File: src/rtl/dlock_ctrl.sv
// Purpose : attempt manager behind the serial "101100" lock detector; frames
//           detector bits into CODE_LEN-bit attempts, drives a timed door
//           release, counts failures and enforces a timed lockout.
// Latency : every output is registered; each event appears one edge after
//           it is sampled.
// Backpressure: none; bit_stb is a fire-and-forget strobe, and it is dropped
//           while the door is open or the block is locked out.
//
// Ports:
//   clk        system clock, rising edge
//   clear      synchronous active-high reset
//   bit_stb    one-cycle strobe: detector accepted one bit this cycle
//   unlock     detector match output, only looked at together with bit_stb
//   door_open  high while the door is released (OPEN_CYCLES cycles)
//   lockout    high while locked out (LOCK_CYCLES cycles)
//   alarm      one-cycle pulse in the first lockout cycle
//   det_clr_n  active-low one-cycle clear pulse back to the detector
//   fail_cnt   consecutive failed attempts, saturates at MAX_FAIL
//   bit_cnt    bits received in the current attempt
//
// Build option: define ENTRY_TIMEOUT_EN to abandon a partial entry that sees
// no bit_stb for TIMEOUT_CYCLES cycles (counted as a failed attempt).
module dlock_ctrl #(
    parameter int CODE_LEN       = 6,
    parameter int MAX_FAIL       = 3,
    parameter int OPEN_CYCLES    = 16,
    parameter int LOCK_CYCLES    = 64,
    parameter int TIMEOUT_CYCLES = 32
) (
    input  logic       clk,
    input  logic       clear,
    input  logic       bit_stb,
    input  logic       unlock,
    output logic       door_open,
    output logic       lockout,
    output logic       alarm,
    output logic       det_clr_n,
    output logic [2:0] fail_cnt,
    output logic [2:0] bit_cnt
);

    localparam int OPEN_W = $clog2(OPEN_CYCLES) + 1;
    localparam int LOCK_W = $clog2(LOCK_CYCLES) + 1;
    localparam logic [2:0] LAST_BIT = 3'(CODE_LEN - 1);
    localparam logic [3:0] MAX_F4   = 4'(MAX_FAIL);

    // Parameter sanity, evaluated at elaboration only.
    if (CODE_LEN < 2 || CODE_LEN > 8) begin : g_bad_code_len
        $error("dlock_ctrl: CODE_LEN must be in 2..8");
    end
    if (MAX_FAIL < 1 || MAX_FAIL > 7) begin : g_bad_max_fail
        $error("dlock_ctrl: MAX_FAIL must be in 1..7");
    end
    if (OPEN_CYCLES < 1 || LOCK_CYCLES < 1 || TIMEOUT_CYCLES < 1) begin : g_bad_cycles
        $error("dlock_ctrl: cycle counts must be >= 1");
    end

    typedef enum logic [1:0] {
        S_IDLE  = 2'd0,
        S_ENTRY = 2'd1,
        S_OPEN  = 2'd2,
        S_LOCK  = 2'd3
    } state_t;

    state_t            state,     state_nxt;
    logic              door_nxt,  lock_nxt, alarm_nxt, clr_n_nxt;
    logic [2:0]        fail_nxt,  bit_nxt;
    logic [OPEN_W-1:0] open_tmr,  open_tmr_nxt;
    logic [LOCK_W-1:0] lock_tmr,  lock_tmr_nxt;
    logic              go_open,   fail_ev;
    logic [3:0]        fail_inc;
`ifdef ENTRY_TIMEOUT_EN
    localparam int TMO_W = $clog2(TIMEOUT_CYCLES) + 1;
    logic [TMO_W-1:0]  tmo_tmr,   tmo_tmr_nxt;
`endif

    always_ff @(posedge clk) begin
        if (clear) begin
            state     <= S_IDLE;
            door_open <= 1'b0;
            lockout   <= 1'b0;
            alarm     <= 1'b0;
            det_clr_n <= 1'b0;  // detector is cleared in the cycle after reset
            fail_cnt  <= 3'd0;
            bit_cnt   <= 3'd0;
            open_tmr  <= '0;
            lock_tmr  <= '0;
`ifdef ENTRY_TIMEOUT_EN
            tmo_tmr   <= '0;
`endif
        end else begin
            state     <= state_nxt;
            door_open <= door_nxt;
            lockout   <= lock_nxt;
            alarm     <= alarm_nxt;
            det_clr_n <= clr_n_nxt;
            fail_cnt  <= fail_nxt;
            bit_cnt   <= bit_nxt;
            open_tmr  <= open_tmr_nxt;
            lock_tmr  <= lock_tmr_nxt;
`ifdef ENTRY_TIMEOUT_EN
            tmo_tmr   <= tmo_tmr_nxt;
`endif
        end
    end

    always_comb begin
        state_nxt    = state;
        door_nxt     = door_open;
        lock_nxt     = lockout;
        alarm_nxt    = 1'b0;
        clr_n_nxt    = 1'b1;
        fail_nxt     = fail_cnt;
        bit_nxt      = bit_cnt;
        open_tmr_nxt = open_tmr;
        lock_tmr_nxt = lock_tmr;
        go_open      = 1'b0;
        fail_ev      = 1'b0;
        fail_inc     = {1'b0, fail_cnt} + 4'd1;
`ifdef ENTRY_TIMEOUT_EN
        tmo_tmr_nxt  = tmo_tmr;
`endif

        case (state)
            S_IDLE: begin
                if (bit_stb) begin
                    if (unlock) begin
                        go_open = 1'b1;
                    end else begin
                        state_nxt = S_ENTRY;
                        bit_nxt   = 3'd1;
`ifdef ENTRY_TIMEOUT_EN
                        tmo_tmr_nxt = TMO_W'(TIMEOUT_CYCLES);
`endif
                    end
                end
            end
            S_ENTRY: begin
                if (bit_stb) begin
                    // A match may complete before CODE_LEN bits because the
                    // detector reports overlapping matches.
                    if (unlock) begin
                        go_open = 1'b1;
                    end else if (bit_cnt == LAST_BIT) begin
                        fail_ev = 1'b1;
                    end else begin
                        bit_nxt = bit_cnt + 3'd1;
`ifdef ENTRY_TIMEOUT_EN
                        tmo_tmr_nxt = TMO_W'(TIMEOUT_CYCLES);
`endif
                    end
                end
`ifdef ENTRY_TIMEOUT_EN
                else if (tmo_tmr == TMO_W'(1)) begin
                    fail_ev = 1'b1;
                end else begin
                    tmo_tmr_nxt = tmo_tmr - TMO_W'(1);
                end
`endif
            end
            S_OPEN: begin
                // Timer holds the cycles still to run including this one.
                if (open_tmr == OPEN_W'(1)) begin
                    door_nxt  = 1'b0;
                    clr_n_nxt = 1'b0;
                    state_nxt = S_IDLE;
                end else begin
                    open_tmr_nxt = open_tmr - OPEN_W'(1);
                end
            end
            S_LOCK: begin
                if (lock_tmr == LOCK_W'(1)) begin
                    lock_nxt  = 1'b0;
                    fail_nxt  = 3'd0;
                    clr_n_nxt = 1'b0;
                    state_nxt = S_IDLE;
                end else begin
                    lock_tmr_nxt = lock_tmr - LOCK_W'(1);
                end
            end
            default: state_nxt = S_IDLE;
        endcase

        if (go_open) begin
            state_nxt    = S_OPEN;
            door_nxt     = 1'b1;
            open_tmr_nxt = OPEN_W'(OPEN_CYCLES);
            fail_nxt     = 3'd0;
            bit_nxt      = 3'd0;
        end

        if (fail_ev) begin
            bit_nxt   = 3'd0;
            clr_n_nxt = 1'b0;
            // >= keeps the count pinned at MAX_FAIL rather than wrapping.
            if (fail_inc >= MAX_F4) begin
                state_nxt    = S_LOCK;
                fail_nxt     = MAX_F4[2:0];
                lock_nxt     = 1'b1;
                alarm_nxt    = 1'b1;
                lock_tmr_nxt = LOCK_W'(LOCK_CYCLES);
            end else begin
                state_nxt = S_IDLE;
                fail_nxt  = fail_inc[2:0];
            end
        end
    end

endmodule

File: config.mk
export PLATFORM = sky130hd
export DESIGN_NAME = dlock_ctrl
export DESIGN_NICKNAME = d
export VERILOG_FILES = /design/src/rtl/dlock_ctrl.sv
export SDC_FILE = /design/constraint.sdc
export NUM_CORES = 1
export LEC_CHECK = 0
export CAP_MARGIN = 20
export CORE_MARGIN = 10
export CORE_UTILIZATION = 25
export DETAILED_ROUTE_END_ITERATION = 6
export PLACE_DENSITY = 0.5
export SYNTH_ARGS = -nofsm -noshare
export SYNTH_HDL_FRONTEND = slang
export SYNTH_SLANG_ARGS = --single-unit
export TNS_END_PERCENT = 5
File: constraint.sdc
create_clock -name clk -period 3.46 [get_ports clk]
set_input_delay 1.038 -clock clk [delete_from_list [all_inputs] [get_ports clk]]
set_output_delay 1.038 -clock clk [all_outputs]
set_load 0.02 [all_outputs]
== Word-level counts from Yosys, hierarchy flattened ==
Cells that the tools add are included.

* Word-level logic and storage cells: 95
* Output and inout bits: 10
* Bits of input ports: 4
* Flip-flop bits (word level): 24

* Multiplexer cells: 44
* Eq/ne operators: 16
* $add $sub $neg: 4
* Reduce and logical (&&, ||, !) cells: 18
* Magnitude comparators: 1
* Bitwise gates (word level): 2

{| class="wikitable"
|+ Operators by type and width
! kind !! count
|-
| two-way mux 3 bit || 10
|-
| two-way mux 7 bit || 4
|-
| two-way mux 1 bit || 17
|-
| != test 4 bit (second input constant) || 4
|-
| two-way mux 5 bit || 3
|-
| two-way mux 2 bit || 7
|-
| != test 2 bit (second input constant) || 6
|-
| AND reduction 2 bit || 4
|-
| OR reduction 2 bit || 4
|-
| equality test 7 x 1 -> 1 bit (second input constant) || 1
|-
| subtractor 7 x 1 -> 7 bit (second input constant) || 1
|-
| case mux 2 bit (3 select lines) || 1
|-
| case mux 3 bit (2 select lines) || 1
|-
| AND reduction 6 bit || 1
|-
| nonzero test 2 bit || 3
|-
| nonzero test 3 bit || 2
|-
| equality test 5 x 1 -> 1 bit (second input constant) || 1
|-
| AND reduction 5 bit || 1
|-
| nonzero test 5 bit || 1
|-
| subtractor 5 x 1 -> 5 bit (second input constant) || 1
|-
| adder 3 x 1 -> 4 bit (second input constant) || 1
|-
| equality test 2 bit (second input constant) || 2
|-
| >= comparator 4 x 2 -> 1 bit (second input constant) || 1
|-
| adder 3 x 1 -> 3 bit (second input constant) || 1
|-
| 6 further kinds || 7
|}

== Logic depth before layout (Yosys ltp) ==
* Depth after elaboration: 7
* Mapped depth: 6

== Least setup slack after synthesis ==
OpenSTA, ideal clock, no wires.

* Path type: input-to-reg
* Start: input port unlock
* End: register bit_cnt[1]
* Slack: 1360 ps
* Arrival time: 2020 ps
* Setup time: 80 ps
* Stages on the path: 4
* Buffers on the path: 0
* Cells stage by stage: nor3b_4 > nand2_2 > or4b_1 > a211oi_2

* Word-level cells in the longest chain between the ends: 4
* Elaborated cells between the ends (all ways): 10
* Classes of those cells: 2 x eq/ne; 6 x mux; 2 x reduce/logical

{| class="wikitable"
|+ RTL lines
! element !! RTL line !! RTL
|-
| start: declaration || 33 || <nowiki>input logic unlock,</nowiki>
|-
| two-way mux 1 bit (on tied branches) || 127, 142 ||
|-
| two-way mux 1 bit (on tied branches) || 126, 139 ||
|-
| two-way mux 1 bit (on tied branches) || n/a ||
|-
| OR reduction 3 bit (no source line) || n/a ||
|-
| end signal: assignment || 98 || <nowiki>bit_cnt <= bit_nxt;</nowiki>
|-
| end: declaration || 39 || <nowiki>output logic [2:0] bit_cnt</nowiki>
|}

Several ways; a longest one is shown, not always the timed one.
A chain may end at the register's enable or synchronous reset.

== Worst setup path after layout ==
* Start: input port bit_stb
* End: register fail_cnt[2]

* Word-level cells in the longest chain between the ends: 4
* Elaborated cells between the ends (all ways): 9
* Classes of those cells: 6 x mux; 3 x reduce/logical

{| class="wikitable"
|+ RTL lines
! element !! RTL line !! RTL
|-
| start: declaration || 32 || <nowiki>input logic bit_stb,</nowiki>
|-
| two-way mux 1 bit (on tied branches) || 126, 139 ||
|-
| two-way mux 1 bit (on tied branches) || n/a ||
|-
| nonzero test 3 bit (no source line) or two-way mux 3 bit (tied branches) || n/a ||
|-
| AND reduction 2 bit (no source line) or two-way mux 3 bit (tied branches) || n/a ||
|-
| end signal: assignment || 97 || <nowiki>fail_cnt <= fail_nxt;</nowiki>
|-
| end: declaration || 38 || <nowiki>output logic [2:0] fail_cnt,</nowiki>
|}

Several ways; a longest one is shown, not always the timed one.

==> impl_metrics.env <==
export IMPL_status="finished, final reports clean"
export IMPL_switching_share=0.246
export IMPL_grt_antenna_before_repair=0
export IMPL_period_minus_slack_ns=2.50
export IMPL_cts_root_buffer="clkbuf_8"
export IMPL_yosysUniqueCellTypes=37
export IMPL_pwr_share_seq=0.480
export IMPL_finalHoldViolCount=0
export IMPL_p_int_mw=0.485
export IMPL_cts_buffer_depth=2
export IMPL_comb_power_share=0.130
export IMPL_path_clk_slew_ns=0.09
export IMPL_wl_met3_um=171
export IMPL_core_area_um2=4470
export IMPL_timing_worst_setup_path_type="input pin to flip-flop"
export IMPL_synth_most_common_cell="dfxtp_1"
export IMPL_finalPower_mw=0.643
export IMPL_synth_cells=131
export IMPL_fp_dieW_um=88.7
export IMPL_ctsResizeCount=0
export IMPL_clock_skew_ns=0.00738
export IMPL_rsz0062_at_grt="false"
export IMPL_drive_gt1_frac=0.0483
export IMPL_synth_warnings=0
export IMPL_n_fill_cell=467
export IMPL_post_drt_wl_per_cell_um=13.6
export IMPL_hold_slack_ns=0.463
export IMPL_cts_sinks=24
export IMPL_grt_max_degree=15
export IMPL_dp_hpwl_mm=2.07
export IMPL_drt_pass1_iterations=4
export IMPL_r2r_setup_slack_ns=1.56
export IMPL_grt_pass1_wl_mm=4.64
export IMPL_wl_mm=2.68
export IMPL_cts_tree="yes"
export IMPL_synthesis_nets=142
export IMPL_syn_to_final_growth_pct=21.0
export IMPL_crit_path_top_delay_cell="a21boi_0"
export IMPL_clock_latency_ns=0.27
export IMPL_wl_met2_mm=1.34
export IMPL_synth_seq_area_share=0.407
export IMPL_numPortBuffers=13
export IMPL_endpoint_kind="flip-flop"
export IMPL_ios=14
export IMPL_via_per_inst=4.85
export IMPL_yosys_area_top_type_share=0.407
export IMPL_crit_chain="clkdlybuf4s50_1, and2b_1, a21boi_0, nor2b_1, a32o_1"
export IMPL_fmax_mhz=400
export IMPL_row_count=24
export IMPL_slowest_delay_ns=0.56
export IMPL_min_path_cells=1
export IMPL_cts_made_buffers=3
export IMPL_grt_overflow_total=0
export IMPL_maxSlewViolCount=0
export IMPL_grt_total_usage=0.0730
export IMPL_drt_met1_wl_mm=1.15
export IMPL_min_to="lockout"
export IMPL_die_h_um=88.7
export IMPL_maxCapViolations=0
export IMPL_max_slew_margin=0.553
export IMPL_die_area_um2=7870
export IMPL_hold_buffers=0
export IMPL_reg2regPathDepth=4
export IMPL_worst_ep_arrival_time_ns=2.67
export IMPL_hp_class="flip-flop to flip-flop"
export IMPL_leakage_nw=0.549
export IMPL_setup_viol=0
export IMPL_r2r_start="state[0]"
export IMPL_nets=157
export IMPL_place_congestion=0.722
export IMPL_synth_area_um2=1180
export IMPL_syn_avg_cell_area_um2=9.02
export IMPL_postCtsSetupBuffers=0
export IMPL_initial_utilization=0.264
export IMPL_finalCritPeriodShare=0.722
export IMPL_required_ns=3.63
export IMPL_cts_max_level=1
export IMPL_r2r_end="fail_cnt[2]"
export IMPL_synth_ff_latch_count=24
export IMPL_cp_start_kind="input pin"
export IMPL_top_layer="met4"
export IMPL_ys_top_cells_by_count="dfxtp_1, nor2_1, nand2_1"
export IMPL_powerDensity_nw_per_um2=450
export IMPL_worstHoldStart="lockout"
export IMPL_p_sw_mw=0.158
export IMPL_first_global_vias=1011
export IMPL_clockPowerShare=0.390
export IMPL_final_setup_tns_ns=0
export IMPL_yosys_area_top_type="dfxtp_1"
export IMPL_cp_max_fo=5
export IMPL_antennaDiodeCount=0
export IMPL_ys_top_cells_by_area="dfxtp_1, ha_1, nor2_1"
export IMPL_worst_pin_slew_ns=0.665
export IMPL_drt_initial_drc_count=66
export IMPL_drc_errors=0
export IMPL_async_reset_ff_frac=0
export IMPL_ys_dominant_reg_cell="dfxtp_1"
export IMPL_vias=955
export IMPL_ant_nets=0
export IMPL_ir_worst_vdd_uv=174
export IMPL_synth_edf_count=0
export IMPL_utilization=0.319
[layout make-up]
type                       count  area [um^2]  share of cell area
clock inverter                 1         30.0              0.0210
multi-input combinational     97          656               0.459
inverter                       7         26.3              0.0184
tap                           52         65.1              0.0455
clock buffer                   3         41.3              0.0289
sequential                    24          480               0.336
timing repair buffer          13          130              0.0911
[layer usage]
metal | vias to the layer above | GRT usage
met5 | - | 0
li1 | 485 | -
met3 | 4 | 0.0202
met4 | 0 | 0.0220
met2 | 19 | 0.129
met1 | 447 | 0.0831
[flip-flops by register name, indices dropped and copies added (netlist names)]
register   count
alarm          1
bit_cnt        3
det_clr_n      1
door_open      1
fail_cnt       3
lock_tmr       7
lockout        1
open_tmr       5
state          2
[logic make-up (layout without fill, tap and decap cells)]
group,after synthesis,after routing,share of synthesized area
AO/OA/AOI/OAI,22,22,0.135
XOR/XNOR,9,9,0.0667
adder cells (fa/ha/maj),7,7,0.0741
buffers and inverters,10,24,0.0381
flip-flops,24,24,0.407
multiplexers,2,2,0.0169
AND/OR/NAND/NOR,57,57,0.263
[through the flow]
| stage | cells | setup slack (ns) | cell area, um^2 |
|---|---|---|---|
| floorplan | 131 | 1.36 | 1180 |
| global placement | 193 | 0.694 | 1360 |
| detailed placement | 193 | 0.656 | 1360 |
| CTS | 197 | 0.955 | 1430 |
| global route | 197 | 0.804 | 1430 |
| finish | 197 | 0.961 | 1430 |
[how the worst max path moves through the flow]
stage                     depth (start not counted)     endpoint  slack (ns)  startpoint
after floorplan                                   4   bit_cnt[1]        1.36      unlock
after global placement                            5  fail_cnt[2]        0.69     bit_stb
after detailed placement                          5  fail_cnt[2]        0.66     bit_stb
after CTS                                         5  fail_cnt[2]        0.95     bit_stb
after global routing                              5  fail_cnt[1]        0.80     bit_stb
final                                             5  fail_cnt[2]        0.96     bit_stb
[layout by cell type (no fill, tap or decap), drive strengths merged]
cell type      instances
dfxtp                 24
a21oi                  6
nor3b                  1
o21ai                  1
o21a                   1
nand2                 12
a31oi                  1
nor2b                  3
or4b                   2
clkbuf                 3
clkdlybuf4s50         13
nor2                  14
o22a                   1
a21o                   2
and3                   2
a211oi                 5
nor3                   5
and2b                  1
bufinv                 1
xnor2                  6
a32o                   1
and2                   2
nor4                   3
nand3                  6
a2bb2oi                1
nor4b                  1
ha                     7
a21boi                 1
a22o                   1
or3                    1
mux2i                  2
or3b                   1
o221ai                 1
xor2                   3
nand3b                 3
inv                    7
[power groups by stage]
stage | clock network [mW] | logic (mW) | registers [mW]
after floorplan | 0 | 0.0664 | 0.309
after global placement | 0 | 0.0823 | 0.314
after detailed placement | 0 | 0.0837 | 0.315
after CTS | 0.256 | 0.0844 | 0.309
after global routing | 0.268 | 0.0940 | 0.311
final | 0.251 | 0.0837 | 0.308
[critical path: cells and delay by family]
| kind | cells | cell delay [ns] |
|---|---|---|
| buffers and inverters | 1 | 0.51 |
| AND/OR/NAND/NOR | 2 | 0.34 |
| AO/OA/AOI/OAI | 2 | 0.79 |
Note: power is estimated with default switching activity, not from simulation.
